`src/rtl/comm_sched_pkg.sv`:
```
// comm_sched_pkg: shared constants, FSM states and select-code helper for commutator_sched
package comm_sched_pkg;
    localparam int N_IN  = 8;
    localparam int N_CH  = 3;
    localparam int SEL_W = 3;

    typedef enum logic [2:0] {IDLE, SNAP, SETUP, STROBE, HOLD, DWELL} state_t;

    // The commutator mux decodes its select bus bit-reversed
    function automatic logic [SEL_W-1:0] bitrev3(input logic [SEL_W-1:0] idx);
        return {idx[0], idx[1], idx[2]};
    endfunction
endpackage

```
`src/rtl/commutator_sched_rr_pick.sv`:
```
// rr_pick: index of the first set mask bit at or above start, wrapping past the top source
module rr_pick
    import comm_sched_pkg::*;
(
    input  logic [N_IN-1:0]  mask,
    input  logic [SEL_W-1:0] start,
    output logic             found,
    output logic [SEL_W-1:0] idx
);
    // Scan farthest-first so the hit nearest to start is the one that sticks
    always_comb begin
        found = 1'b0;
        idx   = '0;
        for (int i = N_IN - 1; i >= 0; i--) begin
            if (mask[start + SEL_W'(i)]) begin
                found = 1'b1;
                idx   = start + SEL_W'(i);
            end
        end
    end
endmodule

```
`src/rtl/commutator_sched.sv`:
```
// commutator_sched: round-robin 8-to-3 commutator scheduler with latch programming and dwell hold
// Define COMM_SCHED_SKIP_UNCHANGED_EN to skip rewriting channels whose source is unchanged
module commutator_sched
    import comm_sched_pkg::*;
#(
    parameter int DWELL_W = 8
) (
    input  logic                  clk,
    input  logic                  rst_n,
    input  logic                  en,
    input  logic [N_IN-1:0]       req,
    input  logic [DWELL_W-1:0]    dwell,
    output logic [SEL_W-1:0]      sel_data,
    output logic [N_CH-1:0]       sel_wr,
    output logic [N_CH-1:0]       grant_valid,
    output logic [N_CH*SEL_W-1:0] grant_src,
    output logic                  busy,
    output logic                  frame_done
);
    state_t             state, state_nxt;
    logic [1:0]         ch;
    logic [N_IN-1:0]    req_snap, taken;
    logic [SEL_W-1:0]   rr_ptr, pick;
    logic [DWELL_W-1:0] cnt, dwell_last;
    logic               found, skip, last_ch, last_dwell;

    rr_pick u_pick (
        .mask (req_snap & ~taken),
        .start(rr_ptr),
        .found(found),
        .idx  (pick)
    );

    assign last_ch    = ch == 2'(N_CH - 1);
    assign dwell_last = (dwell == '0) ? '0 : dwell - DWELL_W'(1);
    assign last_dwell = cnt == dwell_last;

`ifdef COMM_SCHED_SKIP_UNCHANGED_EN
    assign skip = found && grant_valid[ch] && grant_src[ch*SEL_W +: SEL_W] == pick;
`else
    assign skip = 1'b0;
`endif

    always_ff @(posedge clk or negedge rst_n) begin
        if (!rst_n) state <= IDLE;
        else        state <= state_nxt;
    end

    always_comb begin
        state_nxt = state;
        case (state)
            IDLE:    state_nxt = en ? SNAP : IDLE;
            SNAP:    state_nxt = SETUP;
            SETUP:   state_nxt = (found && !skip) ? STROBE : (last_ch ? DWELL : SETUP);
            STROBE:  state_nxt = HOLD;
            HOLD:    state_nxt = last_ch ? DWELL : SETUP;
            DWELL:   state_nxt = last_dwell ? (en ? SNAP : IDLE) : DWELL;
            default: state_nxt = IDLE;
        endcase
    end

    // Select code stays on the bus across SETUP/STROBE/HOLD since pick only moves after HOLD
    always_comb begin
        busy       = state != IDLE;
        sel_wr     = (state == STROBE) ? N_CH'(1) << ch : '0;
        sel_data   = (found && (state == SETUP || state == STROBE || state == HOLD)) ? bitrev3(pick) : '0;
        frame_done = state == DWELL && last_dwell;
    end

    always_ff @(posedge clk or negedge rst_n) begin
        if (!rst_n) begin
            ch          <= '0;
            req_snap    <= '0;
            taken       <= '0;
            rr_ptr      <= '0;
            cnt         <= '0;
            grant_valid <= '0;
            grant_src   <= '0;
        end else begin
            cnt <= (state == DWELL && !last_dwell) ? cnt + DWELL_W'(1) : '0;
            if (state == SNAP) begin
                req_snap <= req;
                taken    <= '0;
                ch       <= '0;
            end
            if ((state == SETUP && skip) || state == HOLD) begin
                taken[pick] <= 1'b1;
                rr_ptr      <= pick + SEL_W'(1);
            end
            if (state == HOLD) begin
                grant_valid[ch]              <= 1'b1;
                grant_src[ch*SEL_W +: SEL_W] <= pick;
            end
            if (state == SETUP && !found) grant_valid[ch] <= 1'b0;
            if (((state == SETUP && (!found || skip)) || state == HOLD) && !last_ch) ch <= ch + 2'd1;
        end
    end
endmodule

```
`config.mk`:
```
export PLATFORM = sky130hd
export DESIGN_NAME = commutator_sched
export DESIGN_NICKNAME = d
export VERILOG_FILES = /design/src/rtl/comm_sched_pkg.sv /design/src/rtl/commutator_sched_rr_pick.sv /design/src/rtl/commutator_sched.sv
export SDC_FILE = /design/constraint.sdc
export NUM_CORES = 1
export LEC_CHECK = 0
export BUFFER_PORTS_ARGS = -buffer_cell sky130_fd_sc_hd__buf_2
export CORE_MARGIN = 2
export CORE_UTILIZATION = 47
export CTS_BUF_LIST = sky130_fd_sc_hd__clkbuf_16
export CTS_CLUSTER_DIAMETER = 60
export CTS_CLUSTER_SIZE = 12
export DETAILED_ROUTE_END_ITERATION = 6
export GPL_TIMING_DRIVEN = 0
export PLACE_DENSITY = 0.7
export RECOVER_POWER = 25
export SYNTH_ARGS = -nofsm -noshare
export SYNTH_HDL_FRONTEND = slang
export SYNTH_SLANG_ARGS = --single-unit
```
`constraint.sdc`:
```
create_clock -name clk -period 10.1 [get_ports clk]
set_input_delay 1.01 -clock clk [delete_from_list [all_inputs] [get_ports clk]]
set_output_delay 1.01 -clock clk [all_outputs]
set_load 0.02 [all_outputs]
```
==> metrics.md, run 1 <==
| Metric | Value |
|---|---|
| Clock root buffer | clkbuf_16 |
| Total number of vias | ~2.9k |
| DIE AREA | between 0.007 and 0.008 mm2 |
| RD Place Congestion | 0.9103 |
| Syn_nets | 378 |
| TritonRoute pass-1 iters | 5 |
| Remaining global-route overflow | 0 |
| Total track usage | 22.51% |
| Critical path startpoint category | flip-flop |
| Wire length per cell | about 17 um |
| Clk pin slew, worst setup/hold paths | approximately 0.06 ns |
| Clk sink count | 44 |
| Clock skew | slightly below 0.007 ns |
| Setup-failing EPs final | 0 |
| Drt first-iter violations | approximately 190 |
| Max-Cap Viols | 1 |
| Synth cell count leaders | dfrtp_1 (44), nand2_1 (33), nor2_1 (26), o21ai_0 (22), mux2i_1 (18) |
| Largest net degree at the start of global routing | 45 |
| Setup WS post-layout | 5.331 ns |
| Core ar. | 0.006869 mm2 |
| Dpl hpwl | between 6 and 7 mm |
| Initial antenna violation count | 0 |
| Worst-path fanout max | 10 |
| Setup repair bufs after CTS | 0 |
| Antenna Violating Nets Remaining | 0 |
| CTS max path bufs | 2 |
| Area Overhead vs Synth | 13.22% |
| Status | complete, but fails checks |
| RSZ-0062 raised after global routing | no |
| Worst EP required | a little over 9 ns |
| Final nets | roughly 420 |
| Die W | ~90 um |
| Fmax | between 200 and 250 MHz |
| First-pass GRT wire length | 13.75 mm |
| Post-Syn Area | roughly 0.0034 mm2 |
| # port buffers | 38 |
| Site Rows | 30 |
| Place WS | 5.660 ns |
| CTS tree | built |
| DR DRC count | 0 |
| Hold Fails Final Rpt | 0 |
| Number of synthesized flops with an enable pin | 0 |
| Top post-synthesis cells by area | dfrtp_1 (32%), mux4_2 (8.0%), mux2i_1 (5.3%) |
| Setup TNS after final layout | 0 ns |
| Area share of the largest cell type after synthesis | roughly a third |
| Worst Path Arrival | between 3 and 4 ns |
| Distinct cell type count after synthesis | 68 |
| Leading area contributor after synthesis | dfrtp_1 |
| Top flip-flop cell by instance count after synthesis | dfrtp_1 |
| CTS Buf Count | 5 |
| H-tree depth reported by CTS | 2 |
| #FFs+latches synth | between 40 and 50 |
| Synth Instances | approximately 350 |
| CP Class | flip-flop to primary output |
| Yosys Warn Count | 0 |
| Most common cell in the netlist | dfrtp_1 |
| R2r setup slk | about 6.2 ns |
| Share of layout cells above drive strength 1 | about 23% |
| Clk_lat worst skew | 0.29 ns |
| Rel. slew slack | -52.39% |
| Hold_buf cts | 0 |
| Synthesized area per cell | approximately 9.7 um2 |
| Final Critical Period | between 4 and 5 ns |
| Min-delay worst type | flip-flop to flip-flop |
| Period utilisation layout | about 47% |
| Chip height | slightly below 90 um |
| Total Routed Length | between 8 and 9 mm |
| Failing checks | capacitance limit, slew limit |
| Slew Limit Fails | 45 |
| Antenna diodes | 0 |
| Starting Density | approximately half |
| Worst slew pin tran | ~2.3 ns |
| I/O pin cnt | 39 |
| Post-synth ARST share | 100.0% |
| Post-cts sizing count | 0 |
| Via density per instance | ~6 |
| Vias in the first global route | roughly 2.8k |
| Seq/Total Area, Yosys | approximately a third |
| CP endpoint kind | primary output |
## through the flow
step | hold WS, ns | util, % | cells | area [um2]
2_1_floorplan | 0.4549 | - | 349 | 3388
3_3_place_gp | 0.4612 | 53.84 | 483 | 3699
3_5_place_dp | 0.4719 | 53.84 | 483 | 3699
4_1_cts | 0.4887 | 55.87 | 491 | 3837
6_report | 0.4793 | 55.85 | 491 | 3836
5_1_grt | 0.5043 | 55.85 | 491 | 3836
## layout make-up
class / instances / area (um2)
Buffer: 12 / 77.57
Clock buffer: 5 / 125.1
Multi-Input combinational cell: 280 / 2156
Clock inverter: 3 / 13.76
Tap cell: 96 / 120.1
Fill cell: 623 / 3033
Inverter: 13 / 53.80
Timing Repair Buffer: 38 / 188.9
Sequential cell: 44 / 1101
## kinds of logic after synthesis
family | count (synthesis) | synth area share (%)
compound gates | 80 | 16.69
xor+xnor | 21 | 5.428
fa+ha+maj | 10 | 3.693
buf+inv | 25 | 3.878
flops | 44 | 32.50
mux | 43 | 18.57
simple gates | 126 | 19.24
## registers in the layout, indices dropped and copies added (netlist names)
register     count
grant_src        9
cnt              8
req_snap         8
taken            8
grant_valid      3
rr_ptr           3
state            3
ch               2
## routing by layer
metal / vias to the layer above / share of wire [%] / wire [um] / track usage (%)
met4: 0 / 1.7 / 137 / 7.851
met1: 1396 / 43 / 3530 / 29.78
met3: 12 / 4.7 / 387 / 2.585
li1: 1377 / - / - / -
met5: - / 0 / 0 / 0
met2: 92 / 50 / 4103 / 38.40
## layout by cell type (no fill, tap or decap), drive strengths merged, types with 9 or more instances in the layout
cell | netlist | final
a21oi | 16 | 16
buf | 7 | 44
clkbuf | 5 | 11
dfrtp | 44 | 44
ha | 10 | 10
inv | 13 | 13
mux2 | 10 | 10
mux2i | 20 | 20
mux4 | 13 | 13
nand2 | 34 | 34
nand2b | 13 | 13
nand3 | 9 | 9
nor2 | 27 | 27
nor2b | 11 | 11
o21ai | 22 | 22
xnor2 | 10 | 10
xor2 | 11 | 11
## critical path, stage by stage, from the launching register on
cell      delay [ns]
dfrtp_1         0.39
buf_6           0.15
inv_6           0.10
buf_6           0.17
ha_1            0.24
buf_4           0.18
inv_2           0.19
mux4_2          0.58
nand3b_1        0.20
a31oi_1         0.19
o22ai_1         0.12
o221a_2         0.31
a21oi_2         0.37
nor2_1          0.09
buf_2           0.17
## final timing paths
path / from / endpoint / depth (start not counted)
worst max-delay path: rr_ptr[0] / sel_data[0] / 14
worst min-delay path: grant_src[7] / grant_src[7] / 2
worst max register to register: rr_ptr[0] / rr_ptr[2] / 14
worst min register to register: grant_src[7] / grant_src[7] / 2
max in group asynchronous: rst_n / cnt[0] / 1
min in group asynchronous: rst_n / grant_valid[0] / 1
Power of run 1 is left out: the tool's default activity adds up to more than one toggle a clock period on the data nets, which glitch-free logic cannot reach.
==> inputs of run 2 (changes only) <==
PLACE_DENSITY = 0.73   (was 0.7)
clock period = 3.9 ns   (was 10.1 ns; I/O delays follow)
==> metrics.md, run 2 (synthesized netlist as in run 1, its figures left out) <==
| Metric | Value |
|---|---|
| Status | complete, but fails checks |
| Failing checks | capacitance limit, slew limit |
| Clk_lat worst skew | 0.28 ns |
| Site Rows | 30 |
| Vias in the first global route | between 2k and 3k |
| Share of layout cells above drive strength 1 | between 20% and 30% |
| Antenna diodes | 0 |
| I/O pin cnt | 39 |
| Period utilisation layout | between 90% and 100% |
| CP Launch Point | rr_ptr[0] |
| Clock root buffer | clkbuf_16 |
| Most common cell after layout, fill and taps aside | dfrtp_1 |
| Beginning of the worst register-to-register path | rr_ptr[0] |
| CTS tree | built |
| DR DRC count | 0 |
| Clk sink count | 44 |
| Critical path startpoint category | flip-flop |
| Setup-failing EPs final | 0 |
| Die W | ~89 um |
| Total Routed Length | ~8 mm |
| Setup TNS after final layout | 0 ns |
| Total number of vias | 2842 |
| CP endpoint kind | primary output |
| Drt first-iter violations | 129 |
| Largest net degree at the start of global routing | 45 |
| Clk pin slew, worst setup/hold paths | 0.06 ns |
| Worst Path Arrival | 3.33 ns |
| Fmax | 269.0 MHz |
| CTS max path bufs | 2 |
| Via density per instance | just under 6 |
| Chip height | roughly 90 um |
| First-pass GRT wire length | 13.70 mm |
| TritonRoute pass-1 iters | 4 |
| Hold_buf cts | 0 |
| Worst slew pin tran | approximately 2.3 ns |
| Max-Cap Viols | 1 |
| Worst EP required | around 3.5 ns |
| Worst-path fanout max | 10 |
| Slew Limit Fails | 45 |
| Core ar. | a little under 0.007 mm2 |
| Initial antenna violation count | 0 |
| Hold Fails Final Rpt | 0 |
| Total track usage | 22.18% |
| Antenna Violating Nets Remaining | 0 |
| RSZ-0062 raised after global routing | no |
| Top reg by flops | grant_src |
| RD Place Congestion | 0.9292 |
| Final Critical Period | 3.718 ns |
| Largest register FFs | 9 |
| Dpl hpwl | about 6.1 mm |
| Starting Density | 49.33% |
| H-tree depth reported by CTS | 2 |
| Final nets | between 400 and 500 |
| Rel. slew slack | -51.95% |
| Min-delay src | req[2] |
| Remaining global-route overflow | 0 |
| Min-delay worst type | input pin to flip-flop |
| DIE AREA | a little under 0.008 mm2 |
| Wire length per cell | roughly 16 um |
| CTS Buf Count | 5 |
| Most frequent cells in the layout | dfrtp_1 (44), buf_2 (38), nand2_1 (33) |
| CP Class | flip-flop to primary output |
| Area Overhead vs Synth | 16.03% |
| # port buffers | 38 |
| Clock skew | about 0.002 ns |
## run 2: area by class of cell
type,instances,area [um2]
repair buffers,41,211.5
clock buffers,5,125.1
well taps,96,120.1
plain buffers,11,76.32
multi-input cells,280,2200
inverters,13,58.81
clock inverters,3,38.79
flip-flops and latches,44,1101
fillers,619,2938
## run 2: path summary, 6_finish.rpt
kind                           endpoint  slack (ns)  cells past startpoint
max in group asynchronous     rr_ptr[0]        1.81                      1
min                         req_snap[2]        0.34                      2
max reg2reg                   rr_ptr[2]        0.21                     15
max                         sel_data[0]        0.18                     14
min reg2reg                grant_src[3]        0.48                      2
min in group asynchronous  grant_src[2]        0.78                      1
## run 2: worst max-delay path: stages, from the launching register on
cell      delay (ns)
dfrtp_1         0.39
buf_6           0.15
inv_6           0.10
buf_8           0.15
ha_1            0.23
buf_4           0.19
inv_6           0.12
mux4_2          0.55
nand3b_1        0.19
a31oi_1         0.17
o22ai_1         0.12
a21bo_2         0.28
a21oi_4         0.17
nor2_1          0.06
buf_2           0.16
## run 2: through the flow
stage | utilization (%) | std cells | setup slack (ns) | cell area (um2) | hold WS, ns
after detailed placement | 53.84 | 483 | 0.07369 | 3699 | 0.4658
after CTS | 56.96 | 494 | 0.03992 | 3913 | 0.3008
after floorplan | - | 349 | 0.6463 | 3388 | 0.09441
after global placement | 53.84 | 483 | 0.1265 | 3699 | 0.4628
after global routing | 57.23 | 493 | 0.01090 | 3931 | 0.3432
final | 57.23 | 493 | 0.1819 | 3931 | 0.3427
## run 2: what timing repair did
action | in CTS | in global routing
setup endpoints to repair | 3 | 5
resized for setup | 3 | 6
pin swaps | 1 | 2
buffers inserted | 3 | 0
## run 2: per-layer routing
layer / vias to the layer above / share of wire (%) / GRT usage, %
met5: - / 0 / 0
met4: 0 / 2.0 / 5.510
met3: 16 / 4.3 / 3.693
met2: 83 / 48 / 35.82
met1: 1367 / 45 / 31.35
li1: 1376 / - / -
Power of run 2 is left out for the same reason.
==> inputs of run 3 (changes only) <==
SYNTH_HIERARCHICAL = 1   (was unset)
==> metrics.md, run 3 <==
| Metric | Value |
|---|---|
| Status | complete, but fails checks |
| Failing checks | capacitance limit, slew limit |
| Largest register FFs | 9 |
| Die W | about 87 um |
| Antenna Violating Nets Remaining | 0 |
| Post-Syn Area | approximately 0.0032 mm2 |
| Cell count after placement | around 470 |
| Core ar. | around 0.0067 mm2 |
| Chip height | a little under 90 um |
| Non-filler cells, final | around 480 |
| Leading area contributor after synthesis | dfrtp_1 |
| Via density per instance | ~5.8 |
| Total number of vias | between 2k and 3k |
| Post-synth ARST share | between 90% and 100% |
| Distinct cell type count after synthesis | 65 |
| Syn_nets | ~380 |
| Seq/Total Area, Yosys | between 30% and 40% |
| #FFs+latches synth | between 40 and 50 |
| Slew Limit Fails | 45 |
| Remaining global-route overflow | 0 |
| DR DRC count | 0 |
| Top flip-flop cell by instance count after synthesis | dfrtp_1 |
| Share of layout cells above drive strength 1 | between 20 and 25% |
| Clk pin slew, worst setup/hold paths | ~0.060 ns |
| H-tree depth reported by CTS | 2 |
| CTS max path bufs | 2 |
| Period utilisation layout | a little over nine tenths |
| Synth Instances | roughly 350 |
| Fmax | 273.0 MHz |
| Synth cell count leaders | nand2_1 (46), dfrtp_1 (44), nor2_1 (30), o21ai_0 (17), inv_1 (16) |
| RD Place Congestion | ~0.94 |
| Final nets | between 400 and 500 |
| P_leak | approximately 1.6 nW |
| Site Rows | 30 |
| Clock root buffer | clkbuf_16 |
| Worst slew pin tran | ~2.3 ns |
| Rel. slew slack | -56.09% |
| Clk sink count | 44 |
| Initial antenna violation count | 0 |
| Clk_lat worst skew | about 0.29 ns |
| First-pass GRT wire length | between 10 and 15 mm |
| Min-delay worst type | input pin to flip-flop |
| Vias in the first global route | 2612 |
| Most common cell in the netlist | nand2_1 |
| Worst-path fanout max | 14 |
| CP Class | flip-flop to primary output |
| Largest net degree at the start of global routing | 45 |
| Clock skew | 0.007056 ns |
| Setup WS post-layout | 0.2369 ns |
| Drt first-iter violations | around 110 |
| Setup TNS after final layout | 0 ns |
| Wire length per cell | 15.09 um |
| CTS Buf Count | 5 |
| Max-Cap Viols | 1 |
| RSZ-0062 raised after global routing | no |
| Dpl hpwl | between 5 and 6 mm |
| Most common cell after layout, fill and taps aside | nand2_1 |
| # port buffers | 37 |
| Worst vdd ir | between 0.3 and 0.4 mV |
| CP endpoint kind | primary output |
| Total Routed Length | between 7 and 8 mm |
| Starting Density | between 40% and 50% |
| Final hold slack | 0.3371 ns |
| Antenna diodes | 0 |
| Setup-failing EPs final | 0 |
| I/O pin cnt | 39 |
| Yosys Warn Count | 6 |
| Final Critical Period | ~3.7 ns |
| CTS tree | built |
| Worst Path Arrival | around 3.3 ns |
| Synthesized area per cell | between 9 and 10 um2 |
| Critical path startpoint category | flip-flop |
| DIE AREA | 0.007572 mm2 |
| Hold Fails Final Rpt | 0 |
| Most frequent cells in the layout | nand2_1 (46), dfrtp_1 (44), buf_2 (37) |
| Worst EP required | 3.51 ns |
| Area share of the largest cell type after synthesis | 33.99% |
| Design Area, Final | around 0.0037 mm2 |
| Finished Core Util | between 50 and 60% |
| Power density over the cells | roughly 980 mW/mm2 |
| Top post-synthesis cells by area | dfrtp_1 (34%), nand2_1 (5.3%), ha_1 (4.2%) |
| Placed Area | approximately 0.0035 mm2 |
| TritonRoute pass-1 iters | 4 |
| Top reg by flops | grant_src |
| Total track usage | roughly 20% |
| Number of synthesized flops with an enable pin | 0 |
| Place WS | -0.2295 ns |
| Power Total | approximately 3.7 mW |
| R2r setup slk | 0.69 ns |
| Area Overhead vs Synth | 15.10% |
[run 3: cell types whose count changed in the layout (fill, tap and decap cells not counted), sizes merged, moves of 4 or more]
cell and delta:
mux2i -16, o31ai +4, nand2b -6, mux2 +4, nand3 -4, xnor2 -6
nand2 +12
[run 3: final timing paths]
| path | cells after the start | to | from |
|---|---|---|---|
| setup / recovery | 12 | sel_data[2] | rr_ptr[1] |
| hold / removal | 2 | req_snap[2] | req[2] |
| setup reg to reg | 12 | taken[3] | rr_ptr[1] |
| hold reg to reg | 2 | grant_src[1] | grant_src[1] |
| max in group asynchronous | 1 | cnt[0] | rst_n |
| min in group asynchronous | 1 | grant_src[0] | rst_n |
[run 3: timing repair]
item / 4_1_cts / 5_1_grt
endpoints found under the setup margin: 6 / 2
hold buffers: 0 / 0
buffers inserted: 1 / 2
pin swaps: 1 / 1
resized for setup: 7 / 6
[run 3: area by class of cell]
cell class / count / area [um2]
Inverter: 16 / 63.81
Buffer: 14 / 87.58
Multi-Input combinational cell: 273 / 2006
Timing Repair Buffer: 40 / 206.4
Fill cell: 594 / 2990
Clock inverter: 3 / 38.79
Tap cell: 80 / 100.1
Sequential cell: 44 / 1101
Clock buffer: 5 / 125.1
[run 3: logic make-up after synthesis]
| kind of cell | after synthesis | synth area share [%] |
|---|---|---|
| AO/OA/AOI/OAI | 84 | 18.66 |
| XOR/XNOR | 13 | 3.515 |
| AND/OR/NAND/NOR | 137 | 21.05 |
| flip-flops | 44 | 33.99 |
| adder cells (fa/ha/maj) | 11 | 4.249 |
| buffers and inverters | 32 | 4.789 |
| multiplexers | 28 | 13.75 |
[run 3: routing by layer]
layer / vias to the layer above / routed length, um / GRT usage, %
met5: - / 0 / 0
met4: 0 / 94 / 5.824
met3: 10 / 202 / 3.412
met2: 39 / 3648 / 33.45
met1: 1326 / 3224 / 26.25
li1: 1372 / - / -
[run 3: power by group]
part | internal, mW | leakage, nW | total, mW | switching, mW
Sequential | 0.587 | 0.583 | 0.684 | 0.0962
Combinational | 1.06 | 0.962 | 2.52 | 1.46
Clock | 0.298 | 0.0850 | 0.463 | 0.165
[run 3: critical path: stages, from the launching register on]
cell        delay, ns
dfrtp_1          0.38
buf_4            0.25
clkinvlp_4       0.16
ha_4             0.32
mux4_2           0.41
mux2_4           0.32
o21ai_2          0.13
a31oi_1          0.09
o21bai_1         0.17
mux2_4           0.37
inv_1            0.15
nor2_1           0.06
buf_2            0.16
No activity file was read; power rests on OpenSTA's default activity.
